File: src/rtl/dmem_arbiter_if.sv
// dmem_arbiter_if: requester handshake and data-memory port of dmem_arbiter.
// slave is the arbiter's view; master is the requesters/memory side.
interface dmem_arbiter_if #(
  parameter int DW = 32
);
  logic [1:0] i_req, i_we;
  logic [DW-1:0] i_addr0, i_addr1, i_wdata0, i_wdata1;
  logic [1:0] o_gnt, o_done, o_err;
  logic [DW-1:0] o_rdata;
  logic o_mem_we;
  logic [DW-1:0] o_mem_addr, o_mem_wdata, i_mem_rdata;
  modport slave (
    input i_req, i_we, i_addr0, i_addr1, i_wdata0, i_wdata1, i_mem_rdata,
    output o_gnt, o_done, o_err, o_rdata, o_mem_we, o_mem_addr, o_mem_wdata
  );
  modport master (
    output i_req, i_we, i_addr0, i_addr1, i_wdata0, i_wdata1, i_mem_rdata,
    input o_gnt, o_done, o_err, o_rdata, o_mem_we, o_mem_addr, o_mem_wdata
  );
endinterface

File: src/rtl/dmem_arbiter.sv
// dmem_arbiter: two-port data-memory arbiter, one access per IDLE/ISSUE/WAIT pass, all outputs registered.
// Define DMEM_ARB_RR_EN for round-robin; otherwise port 0 has fixed priority.
module dmem_arbiter #(
  parameter int ADDR_LIMIT = 256,
  parameter int DW = 32
) (
  input logic i_clk,
  input logic i_rst,
  dmem_arbiter_if.slave bus
);
  typedef enum logic [1:0] {IDLE, ISSUE, WAIT} state_t;
  state_t state, state_d;
  logic win, win_d, bad, bad_d, rd, rd_d;
  logic pick, sel_we, sel_bad, mem_we_d;
  logic [1:0] gnt_d, done_d, err_d;
  logic [DW-1:0] sel_addr, sel_wdata, rdata_d, addr_d, wdata_d;
`ifdef DMEM_ARB_RR_EN
  logic ptr, ptr_d;
  assign pick = &bus.i_req ? ~ptr : bus.i_req[1];
`else
  assign pick = ~bus.i_req[0];
`endif
  assign sel_we = bus.i_we[pick];
  assign sel_addr = pick ? bus.i_addr1 : bus.i_addr0;
  assign sel_wdata = pick ? bus.i_wdata1 : bus.i_wdata0;
  assign sel_bad = (sel_addr >= DW'(ADDR_LIMIT)) || (|sel_addr[1:0]);
  always_comb begin
    state_d = state;
    win_d = win;
    bad_d = bad;
    rd_d = rd;
    gnt_d = '0;
    done_d = '0;
    mem_we_d = 1'b0;
    err_d = bus.o_err;
    rdata_d = bus.o_rdata;
    addr_d = bus.o_mem_addr;
    wdata_d = bus.o_mem_wdata;
`ifdef DMEM_ARB_RR_EN
    ptr_d = ptr;
`endif
    case (state)
      IDLE: if (|bus.i_req) begin
        state_d = ISSUE;
        win_d = pick;
        bad_d = sel_bad;
        rd_d = ~sel_we & ~sel_bad;
        gnt_d = {pick, ~pick};
        mem_we_d = sel_we & ~sel_bad;
        addr_d = sel_addr;
        wdata_d = sel_wdata;
`ifdef DMEM_ARB_RR_EN
        ptr_d = pick;
`endif
      end
      ISSUE: state_d = WAIT;
      WAIT: begin
        state_d = IDLE;
        done_d = {win, ~win};
        err_d = {win & bad, ~win & bad};
        rdata_d = rd ? bus.i_mem_rdata : '0;
      end
      default: state_d = IDLE;
    endcase
  end
  always_ff @(posedge i_clk or posedge i_rst)
    if (i_rst) begin
      state <= IDLE;
      win <= 1'b0;
      bad <= 1'b0;
      rd <= 1'b0;
      bus.o_gnt <= '0;
      bus.o_done <= '0;
      bus.o_err <= '0;
      bus.o_rdata <= '0;
      bus.o_mem_we <= 1'b0;
      bus.o_mem_addr <= '0;
      bus.o_mem_wdata <= '0;
    end else begin
      state <= state_d;
      win <= win_d;
      bad <= bad_d;
      rd <= rd_d;
      bus.o_gnt <= gnt_d;
      bus.o_done <= done_d;
      bus.o_err <= err_d;
      bus.o_rdata <= rdata_d;
      bus.o_mem_we <= mem_we_d;
      bus.o_mem_addr <= addr_d;
      bus.o_mem_wdata <= wdata_d;
    end
`ifdef DMEM_ARB_RR_EN
  // pointer remembers the last winner so a tie goes to the other port
  always_ff @(posedge i_clk or posedge i_rst)
    if (i_rst) ptr <= 1'b1;
    else ptr <= ptr_d;
`endif
endmodule
File: src/flat_wrapper.sv
// flat-port wrapper written by rule: the top's interface ports become plain ports
module dmem_arbiter_flat 
#(
  parameter int ADDR_LIMIT = 256,
  parameter int DW = 32
)
  (i_clk, i_rst, bus_i_req, bus_i_we, bus_i_addr0, bus_i_addr1, bus_i_wdata0, bus_i_wdata1, bus_i_mem_rdata, bus_o_gnt, bus_o_done, bus_o_err, bus_o_rdata, bus_o_mem_we, bus_o_mem_addr, bus_o_mem_wdata);
  dmem_arbiter_if #(.DW(DW)) bus_i ();
  input logic i_clk;
  input logic i_rst;
  input wire logic [$bits(bus_i.i_req)-1:0] bus_i_req;
  input wire logic [$bits(bus_i.i_we)-1:0] bus_i_we;
  input wire logic [$bits(bus_i.i_addr0)-1:0] bus_i_addr0;
  input wire logic [$bits(bus_i.i_addr1)-1:0] bus_i_addr1;
  input wire logic [$bits(bus_i.i_wdata0)-1:0] bus_i_wdata0;
  input wire logic [$bits(bus_i.i_wdata1)-1:0] bus_i_wdata1;
  input wire logic [$bits(bus_i.i_mem_rdata)-1:0] bus_i_mem_rdata;
  output wire logic [$bits(bus_i.o_gnt)-1:0] bus_o_gnt;
  output wire logic [$bits(bus_i.o_done)-1:0] bus_o_done;
  output wire logic [$bits(bus_i.o_err)-1:0] bus_o_err;
  output wire logic [$bits(bus_i.o_rdata)-1:0] bus_o_rdata;
  output wire logic [$bits(bus_i.o_mem_we)-1:0] bus_o_mem_we;
  output wire logic [$bits(bus_i.o_mem_addr)-1:0] bus_o_mem_addr;
  output wire logic [$bits(bus_i.o_mem_wdata)-1:0] bus_o_mem_wdata;
  assign bus_i.i_req = bus_i_req;
  assign bus_i.i_we = bus_i_we;
  assign bus_i.i_addr0 = bus_i_addr0;
  assign bus_i.i_addr1 = bus_i_addr1;
  assign bus_i.i_wdata0 = bus_i_wdata0;
  assign bus_i.i_wdata1 = bus_i_wdata1;
  assign bus_i.i_mem_rdata = bus_i_mem_rdata;
  assign bus_o_gnt = bus_i.o_gnt;
  assign bus_o_done = bus_i.o_done;
  assign bus_o_err = bus_i.o_err;
  assign bus_o_rdata = bus_i.o_rdata;
  assign bus_o_mem_we = bus_i.o_mem_we;
  assign bus_o_mem_addr = bus_i.o_mem_addr;
  assign bus_o_mem_wdata = bus_i.o_mem_wdata;
  dmem_arbiter #(.ADDR_LIMIT(ADDR_LIMIT), .DW(DW)) u_core (.i_clk(i_clk), .i_rst(i_rst), .bus(bus_i));
endmodule
File: config.mk
export PLATFORM = sky130hd
export DESIGN_NAME = dmem_arbiter_flat
export DESIGN_NICKNAME = d
export VERILOG_FILES = /design/src/rtl/dmem_arbiter_if.sv /design/src/rtl/dmem_arbiter.sv /design/src/flat_wrapper.sv
export SDC_FILE = /design/constraint.sdc
export NUM_CORES = 1
export LEC_CHECK = 0
export ABC_AREA = 1
export ABC_CLOCK_PERIOD_IN_PS = 3200
export BUFFER_PORTS_ARGS = -buffer_cell sky130_fd_sc_hd__buf_2
export CAP_MARGIN = 20
export CELL_PAD_IN_SITES_DETAIL_PLACEMENT = 0
export CELL_PAD_IN_SITES_GLOBAL_PLACEMENT = 1
export CORE_ASPECT_RATIO = 1.2
export CORE_MARGIN = 3
export CORE_UTILIZATION = 31
export CTS_CLUSTER_DIAMETER = 60
export DETAILED_ROUTE_END_ITERATION = 10
export HOLD_SLACK_MARGIN = 0.05
export PLACE_DENSITY = 0.92
export SLEW_MARGIN = 20
export SYNTH_ARGS = -nofsm -noshare
export SYNTH_HDL_FRONTEND = slang
export SYNTH_SLANG_ARGS = --single-unit
export TNS_END_PERCENT = 5
File: constraint.sdc
create_clock -name i_clk -period 3.2 [get_ports i_clk]
set_input_delay 0 -clock i_clk [delete_from_list [all_inputs] [get_ports i_clk]]
set_output_delay 0 -clock i_clk [all_outputs]
set_load 0.005 [all_outputs]
==> results of run 1 <==
## area by class of cell
cell class / instances / area share, %
flip-flops and latches: 108 / 33.1
inverters: 34 / 1.65
repair buffers: 427 / 36.1
multi-input cells: 421 / 22.3
well taps: 204 / 3.12
clock inverters: 6 / 0.842
clock buffers: 10 / 2.92
## metrics by stage
step / cells / worst slack (ns) / power, W / hold slack (ns) / util (%)
floorplan: 602 / 0.354 / 0.00305 / 0.155 / -
global placement: 1038 / 1.11 / 0.00379 / 0.186 / 41.4
detailed placement: 1038 / 1.05 / 0.00384 / 0.187 / 41.4
CTS: 1210 / 0.517 / 0.00568 / 0.0516 / 53.7
global route: 1210 / 0.263 / 0.00611 / 0.0654 / 53.8
finish: 1210 / 0.443 / 0.00568 / 0.0564 / 53.8
## power by group through the flow
stage	registers (W)	logic [W]	clock network, W
after floorplan	0.00212	0.000927	0
after global placement	0.00209	0.00170	0
after detailed placement	0.00210	0.00174	0
after CTS	0.00207	0.00242	0.00119
after global routing	0.00214	0.00272	0.00125
final	0.00208	0.00244	0.00115
## state kept, by name, indices dropped and copies added (netlist names)
name and cells:
u_core.bus.o_gnt 2, u_core.bad 1, u_core.bus.o_mem_wdata 32, u_core.bus.o_err 2, u_core.bus.o_done 2, u_core.bus.o_rdata 32
u_core.rd 1, u_core.bus.o_mem_we 1, u_core.state 2, u_core.win 1, u_core.bus.o_mem_addr 32
## final timing paths
kind,from,to,slack (ns),cells after the start
max,u_core.state[1]$_DFFE_PP0P_,u_core.bus.o_mem_addr[8]$_DFFE_PP0P_,0.44,7
min,bus_i_addr0[24],u_core.bus.o_mem_addr[24]$_DFFE_PP0P_,0.06,5
max reg2reg,u_core.state[1]$_DFFE_PP0P_,u_core.bus.o_mem_addr[8]$_DFFE_PP0P_,0.44,7
min reg2reg,u_core.win$_DFFE_PP0P_,u_core.bus.o_done[0]$_DFF_PP0_,0.45,1
max in group asynchronous,i_rst,u_core.bus.o_mem_addr[17]$_DFFE_PP0P_,2.11,4
min in group asynchronous,i_rst,u_core.bus.o_mem_addr[2]$_DFFE_PP0P_,0.34,3
## per-layer routing
layer	track usage, %	up-vias	wire length, um
met4	5.43	0	321
met5	0	-	0
met2	34.4	180	8750
li1	-	2710	-
met3	3.45	23	807
met1	23.9	2526	7080
## what timing repair did
| action | in CTS | in global routing |
|---|---|---|
| hold buffers | 156 | 0 |
| setup endpoints to repair | 0 | 0 |
| hold endpoints to repair | 149 | 0 |
## kinds of logic after synthesis
family          after synthesis  share of synthesized area (%)
compound gates              103                           12.3
flops                       108                           55.6
buf+inv                      73                           7.08
simple gates                318                           25.0
## cell usage in the layout (no fill, tap or decap)
cell type	netlist	routed
a22o_1	2	2
o21ai_0	48	48
clkbuf_8	0	1
dlygate4sd3_1	0	156
clkbuf_16	0	9
nand2_1	241	240
nand2_4	0	1
bufinv_16	0	1
dfrtp_2	0	1
buf_2	10	268
nor2_1	65	65
or2_2	1	1
dfrtp_1	108	107
a31oi_1	49	49
inv_2	1	1
buf_12	0	2
buf_4	8	1
clkinvlp_4	0	1
nand2_2	4	4
nand3_1	4	4
nor3_1	1	1
inv_1	32	31
o21bai_1	1	1
nor2_2	2	2
clkinv_2	0	1
clkinv_4	0	1
o21ai_4	1	1
inv_6	1	3
inv_4	0	1
o21ai_1	2	2
## worst reg2reg max path, stage by stage, from the launching register on
cell           delay (ns)
dfrtp_1              0.43
nor2_1               0.24
o21ai_4              0.27
inv_2                0.54
buf_12               0.36
nor2_1               0.10
a31oi_1              0.16
dlygate4sd3_1        0.58
==> flow_metrics.tcl, run 1 <==
set metrics [dict create \
    slew_viol_final 0 \
    cp-start-kind "flip-flop" \
    worstPathCellList "nor2_1 -> o21ai_4 -> inv_2 -> buf_12 -> nor2_1 -> a31oi_1 -> dlygate4sd3_1" \
    postRouteAntennaNets 0 \
    via_count 5439 \
    comb_power_share_pct 43.1 \
    hpwl_um 10900 \
    firstDrtPassIters 7 \
    groute.usage.overall_pct 19.2 \
    crit_type "reg -> reg" \
    ys_seq_area_share_pct 55.6 \
    stdcell_area_mm2 0.00818 \
    setup_viol 0 \
    die_y_um 143 \
    critPathSlowestCell "dlygate4sd3_1" \
    rows 49 \
    h-tree-depth 3 \
    synthArstFlopShare_pct 100 \
    syn2layout_area_growth_pct 68.1 \
    drt_iter0_drc 278 \
    synth_cells 602 \
    syn_area_per_cell_um2 8.08 \
    die_w_um 120 \
    grt-ovfl-total 0 \
    place_area_mm2 0.00630 \
    synthTopCellsByCount "nand2_1 (241), dfrtp_1 (108), nor2_1 (65)" \
    endpoint_kind "flip-flop" \
    wl_um 17000 \
    drive_above_1_share_pct 29.8 \
    hold_violations 0 \
    synth_edf_count 0 \
    grt_max_degree 69 \
    crit_fanout 67 \
    cpMostUsedCell "nor2_1" \
    floorplan.die_area_mm2 0.0172 \
    peakVddDrop_mv 0.389 \
    synth_nets 768 \
    crit_required_ns 3.47 \
    worstSkewPairLatency_ns 0.33 \
    fin_crit_ns 2.76 \
    grt_pass1_vias 5400 \
    clk_pin_slew_ns 0.08 \
    fmax_mhz 363 \
    internal_power_w 0.00376 \
    fin_crit_sh_pct 86.1 \
    cellLeakagePower_nw 4.16 \
    worstMarginPinSlew_ns 0.752 \
    cts_tree "built" \
    cp.buffers_inverters 3 \
    synth-main-ff-cell "dfrtp_1" \
    wl_per_cell_um 14.0 \
    cts_root_buffer "clkbuf_16" \
    finalSetupTns_ns 0 \
    netlist.area_leader.share_pct 55.6 \
    status "complete, no violations" \
    synth_area_leader_cell "dfrtp_1" \
    numClockSinks 108 \
    ys_types 22 \
    drcViolationCount 0 \
    power.share.clock_pct 20.3 \
    cts_inserted_buffers 9 \
    antenna_found_initial 0 \
    fin_skew_ns 0.00657 \
    port-buffer-count 268 \
    synth_warnings 0 \
    rsz0062_at_grt "no" \
    post_cts_buffers 0 \
    coreArea_mm2 0.0152 \
    vias_per_cell 4.50 \
    crit_family "buffers and inverters" \
    clk_path_buf_depth 2 \
    powerDensity_mw_per_mm2 694 \
    synth.cell_area_mm2 0.00486 \
    synth_top_cells_by_area "dfrtp_1 (56%), nand2_1 (19%), a31oi_1 (6.3%), nor2_1 (5.0%), o21ai_0 (4.9%)" \
    io_pins 269 \
    relSlewSlack_pct 49.7 \
    fin_nets 1167 \
    hp-class "in -> reg" \
    seq_power_share_pct 36.7 \
    grt_first_pass_wirelength_um 26800 \
    register_area_mm2 0.00270 \
    cap_violations 0 \
    antenna-diode-count 0 \
    max_stage_delay_ns 0.58 \
    synth.most_common_cell "nand2_1" \
    n_fill_cell 1448 \
    p_sw_share_pct 33.7 \
    p_switching_w 0.00191 \
    place.gp.congestion 0.774 \
    ys_ff_latch 108 \
    multi_input_area_mm2 0.00182 \
    start_util_pct 32.0 \
    cts-resized-gates 0 \
    arrival_ns 3.03 \
]
Power figures use the tool's default switching activity.
==> inputs of run 2 (changes only) <==
- GPL_TIMING_DRIVEN: default -> 0
==> flow_metrics.tcl, run 2 (synthesized netlist as in run 1, its figures left out) <==
set metrics [dict create \
    status "complete, no violations" \
    wl_um 18800 \
    p_switching_w 0.00207 \
    rows 49 \
    layoutNonFillerInstCount 1257 \
    relSlewSlack_pct 58.3 \
    grt_max_degree 58 \
    post_cts_buffers 0 \
    cts-resized-gates 0 \
    fin_crit_sh_pct 68.2 \
    cp-start-kind "flip-flop" \
    drcViolationCount 0 \
    cpMostUsedCell "buf_2" \
    die_w_um 120 \
    hold_violations 0 \
    arrival_ns 2.41 \
    clk_path_buf_depth 2 \
    place.gp.congestion 0.793 \
    grt_pass1_vias 5786 \
    max_stage_delay_ns 0.58 \
    worstPathCellList "nor2_1 -> o21ai_4 -> inv_2 -> buf_2 -> buf_2 -> a31oi_1 -> dlygate4sd3_1" \
    cts_tree "built" \
    worstSkewPairLatency_ns 0.35 \
    n_fill_cell 1390 \
    floorplan.die_area_mm2 0.0172 \
    cts_root_buffer "clkbuf_16" \
    grt_first_pass_wirelength_um 29100 \
    cellLeakagePower_nw 4.31 \
    coreArea_mm2 0.0152 \
    groute.usage.overall_pct 21.4 \
    powerDensity_mw_per_mm2 698 \
    power.share.clock_pct 19.4 \
    peakVddDrop_mv 0.329 \
    fin_skew_ns 0.00866 \
    port-buffer-count 267 \
    syn2layout_area_growth_pct 73.8 \
    crit_required_ns 3.43 \
    clk_pin_slew_ns 0.08 \
    min_from "bus_i_we[0]" \
    reg_top3 "u_core.bus.o_mem_addr x32, u_core.bus.o_mem_wdata x32, u_core.bus.o_rdata x32" \
    hpwl_um 12700 \
    r2r-end "u_core.bus.o_mem_wdata[0]$_DFFE_PP0P_" \
    seq_power_share_pct 35.2 \
    cts_inserted_buffers 9 \
    holdPathStages 6 \
    setup_viol 0 \
    place_area_mm2 0.00649 \
    wl_per_cell_um 14.9 \
    fmax_mhz 458 \
    h-tree-depth 3 \
    dp.cells 1074 \
    mostFrequentLayoutCell "buf_2" \
    hold_buffers 166 \
    worstMarginPinSlew_ns 0.625 \
    r2r_setup_slack_ns 1.02 \
    slew_viol_final 0 \
    numClockSinks 108 \
    p_sw_share_pct 35.1 \
    drt_iter0_drc 273 \
    final_cell_mix "buf_2 (277), nand2_1 (241), dlygate4sd3_1 (166), dfrtp_1 (108), nor2_1 (65)" \
    internal_power_w 0.00383 \
    grt-ovfl-total 0 \
    ff2ff_path_depth 7 \
    stdcell_area_mm2 0.00845 \
    firstDrtPassIters 5 \
    fin_crit_ns 2.18 \
    via_count 5745 \
    cp.buffers_inverters 4 \
    critical_path.startpoint "u_core.state[1]$_DFFE_PP0P_" \
    crit_family "buffers and inverters" \
    crit_fanout 10 \
    endpoint_kind "flip-flop" \
    die_y_um 143 \
    hp-class "in -> reg" \
    drive_above_1_share_pct 30.0 \
    critPathSlowestCell "dlygate4sd3_1" \
    reg2reg_from "u_core.state[1]$_DFFE_PP0P_" \
    antenna_found_initial 1 \
    rsz0062_at_grt "no" \
    hold_path_end "u_core.rd$_DFFE_PP0P_" \
    crit_type "reg -> reg" \
    fin_util_pct 55.6 \
    comb_power_share_pct 45.4 \
    vias_per_cell 4.57 \
    fin_nets 1213 \
    cap_violations 0 \
    io_pins 269 \
    start_util_pct 32.0 \
    postRouteAntennaNets 0 \
]
-- run 2: changes by cell type in the layout (fill, tap and decap cells not counted), sizes merged --
cell	delta
diode	+1
clkinv	+1
dlygate4sd3	+10
buf	+19
clkbuf	+16
-- run 2: metal layers --
layer | wire, um | part of all wire (%) | GRT usage, % | up-vias
met5 | 0 | 0 | 0 | -
met4 | 503 | 2.7 | 9.01 | 0
met3 | 977 | 5.2 | 4.00 | 40
met2 | 9570 | 51 | 36.4 | 213
met1 | 7710 | 41 | 26.7 | 2681
li1 | - | - | - | 2811
-- run 2: final cells by class --
type	count	area (um2)	share of cell area, %
Antenna cell	1	2.50	0.0296
Buffer	39	211	2.50
Clock buffer	9	225	2.67
Clock inverter	7	73.8	0.874
Inverter	34	138	1.63
Multi-Input combinational cell	421	1820	21.5
Sequential cell	108	2700	32.0
Tap cell	204	255	3.02
Timing Repair Buffer	434	3030	35.8
-- run 2: worst max-delay path by stage --
| stage | to | slack, ns | cells past startpoint |
|---|---|---|---|
| final | u_core.bus.o_mem_wdata[0]$_DFFE_PP0P_ | 1.02 | 7 |
| after global routing | u_core.bus.o_mem_wdata[11]$_DFFE_PP0P_ | 0.83 | 8 |
| after CTS | u_core.bus.o_mem_wdata[2]$_DFFE_PP0P_ | 1.01 | 7 |
| after detailed placement | u_core.bus.o_mem_wdata[0]$_DFFE_PP0P_ | 1.57 | 6 |
| after global placement | u_core.bus.o_mem_addr[18]$_DFFE_PP0P_ | -1.05 | 2 |
| after floorplan | u_core.bad$_DFFE_PP0P_ | 0.35 | 1 |
-- run 2: through the flow --
step	setup TNS, ns	hold slack [ns]	total power [W]	setup WS, ns
floorplan	0	0.155	0.00305	0.354
detailed placement	0	0.0890	0.00399	1.57
CTS	0	0.0534	0.00586	1.01
global placement	-113.27	0.262	0.00395	-1.05
finish	0	0.0744	0.00590	1.02
global route	0	0.126	0.00631	0.830
-- run 2: worst reg2reg max path, delay by kind of cell (launching register included) --
kind / cells / cell delay, ns
buffers and inverters: 4 / 1.20
AO/OA/AOI/OAI: 2 / 0.27
AND/OR/NAND/NOR: 1 / 0.18
flip-flops: 1 / 0.41
-- run 2: power by group through the flow --
stage	registers (W)	clock network (W)	logic, W
after CTS	0.00206	0.00119	0.00262
after global routing	0.00213	0.00124	0.00294
after detailed placement	0.00209	0	0.00191
final	0.00208	0.00114	0.00268
after global placement	0.00207	0	0.00188
after floorplan	0.00212	0	0.000927
==> inputs of run 3 (changes only) <==
- ABC_CLOCK_PERIOD_IN_PS: 3200 -> 1800
- CORE_UTILIZATION: 31 -> 28
- PLACE_DENSITY: 0.92 -> 0.88
- clock period: 3.2 -> 1.8 ns (I/O delays scaled with it)
==> flow_metrics.tcl, run 3 (synthesized netlist as in run 1, its figures left out) <==
set metrics [dict create \
    status "complete, no violations" \
    antenna-diode-count 0 \
    fin_crit_sh_pct 90.3 \
    antenna_found_initial 0 \
    worstMarginPinSlew_ns 0.602 \
    floorplan.die_area_mm2 0.0190 \
    cts_root_buffer "clkbuf_16" \
    cts_tree "built" \
    relSlewSlack_pct 59.8 \
    crit_required_ns 2.07 \
    arrival_ns 1.89 \
    post_cts_buffers 0 \
    peakVddDrop_mv 0.574 \
    drcViolationCount 0 \
    fin_crit_ns 1.63 \
    clk_path_buf_depth 2 \
    dp.cells 1088 \
    finalSetupTns_ns 0 \
    layoutNonFillerInstCount 1264 \
    slew_viol_final 0 \
    setup_viol 0 \
    die_w_um 126 \
    post-place-ws_ns 0.166 \
    drive_above_1_share_pct 30.2 \
    worst_slack_ns 0.174 \
    drt_iter0_drc 299 \
    cts_inserted_buffers 9 \
    hold_violations 0 \
    fin_util_pct 49.8 \
    io_pins 269 \
    cts-resized-gates 0 \
    cp-start-kind "flip-flop" \
    place.gp.congestion 0.813 \
    die_y_um 150 \
    postRouteAntennaNets 0 \
    fmax_mhz 615 \
    coreArea_mm2 0.0170 \
    rsz0062_at_grt "no" \
    rows 52 \
    n_fill_cell 1575 \
    grt_max_degree 33 \
    cellLeakagePower_nw 4.32 \
    cap_violations 0 \
    port-buffer-count 267 \
    mostFrequentLayoutCell "buf_2" \
    fin_skew_ns 0.00935 \
    wl_per_cell_um 15.2 \
    crit_fanout 10 \
    grt_first_pass_wirelength_um 29900 \
    via_count 5765 \
    reg_top3 "u_core.bus.o_mem_addr x32, u_core.bus.o_mem_wdata x32, u_core.bus.o_rdata x32" \
    start_util_pct 28.6 \
    wl_um 19200 \
    vias_per_cell 4.56 \
    firstDrtPassIters 6 \
    clk_pin_slew_ns 0.07 \
    crit_type "reg -> reg" \
    fin_nets 1209 \
    grt_pass1_vias 5999 \
    grt-ovfl-total 0 \
    hpwl_um 13100 \
    syn2layout_area_growth_pct 73.9 \
    final_cell_mix "buf_2 (277), nand2_1 (241), dlygate4sd3_1 (160), dfrtp_1 (108), nor2_1 (65)" \
    worstSkewPairLatency_ns 0.35 \
    groute.usage.overall_pct 19.7 \
    endpoint_kind "flip-flop" \
    numClockSinks 108 \
    hp-class "in -> reg" \
    powerDensity_mw_per_mm2 1130 \
    h-tree-depth 3 \
]
==> run 3: cell types whose count changed in the layout (fill, tap and decap cells not counted) <==
cell,previous run,this run
bufinv_16,1,2
diode_2,1,0
buf_16,1,0
clkbuf_8,0,1
clkinv_2,2,1
dlygate4sd3_1,166,160
buf_12,0,3
clkinv_4,1,0
clkinvlp_4,1,2
clkbuf_1,17,19
inv_6,4,1
==> run 3: per-stage QoR <==
stage / total power, W / instance area, um2 / hold WS, ns
2_1_floorplan: 0.00542 / 4870 / 0.155
3_3_place_gp: 0.00702 / 6470 / 0.261
3_5_place_dp: 0.00710 / 6530 / 0.0969
4_1_cts: 0.00957 / 8460 / 0.0514
5_1_grt: 0.0103 / 8450 / 0.0942
6_report: 0.00954 / 8450 / 0.0486
==> run 3: worst max-delay path, stage by stage (launching register included) <==
cell and delay (ns):
dfrtp_1 0.41, nor2_1 0.17, o21ai_4 0.14, inv_2 0.08, clkbuf_1 0.45, nor2_1 0.10
a31oi_1 0.19
==> run 3: final timing paths <==
check,from,end,slack (ns),cells after the start
max in group asynchronous,i_rst,u_core.bus.o_mem_wdata[29]$_DFFE_PP0P_,0.74,5
min,bus_i_req[1],u_core.bus.o_mem_addr[16]$_DFFE_PP0P_,0.05,3
max reg2reg,u_core.state[1]$_DFFE_PP0P_,u_core.bus.o_mem_addr[29]$_DFFE_PP0P_,0.17,6
min in group asynchronous,i_rst,u_core.bus.o_rdata[21]$_DFFE_PP0N_,0.26,3
min reg2reg,u_core.win$_DFFE_PP0P_,u_core.bus.o_done[0]$_DFF_PP0_,0.44,1
max,u_core.state[1]$_DFFE_PP0P_,u_core.bus.o_mem_addr[29]$_DFFE_PP0P_,0.17,6
==> run 3: power breakdown <==
group / switching, W / internal, W / total (W)
Combinational: 0.00206 / 0.00161 / 0.00367
Sequential: 0.000450 / 0.00326 / 0.00371
Clock: 0.000907 / 0.00126 / 0.00217
Total: 0.00342 / 0.00613 / 0.00954
==> run 3: final cells by class <==
type,instances,area [um2],area share [%]
Buffer,39,211,2.50
Clock buffer,12,246,2.92
Clock inverter,4,72.6,0.858
Inverter,34,136,1.61
Multi-Input combinational cell,421,1820,21.5
Sequential cell,108,2700,32.0
Tap cell,216,270,3.20
Timing Repair Buffer,430,3000,35.5
==> run 3: layer usage <==
metal  part of all wire, %  global-route usage [%]  wire length [um]  vias up
li1                      -                       -                 -     2799
met1                    41                    23.7              7800     2665
met2                    51                    34.9              9770      246
met3                   4.5                    2.73               870       55
met4                   3.8                    9.39               738        0
met5                     0                       0                 0        -
==> run 3: timing repair <==
item / in CTS / in global routing
setup endpoints to repair: 0 / 4
hold buffers: 161 / 0
endpoints found under the hold margin: 118 / 0
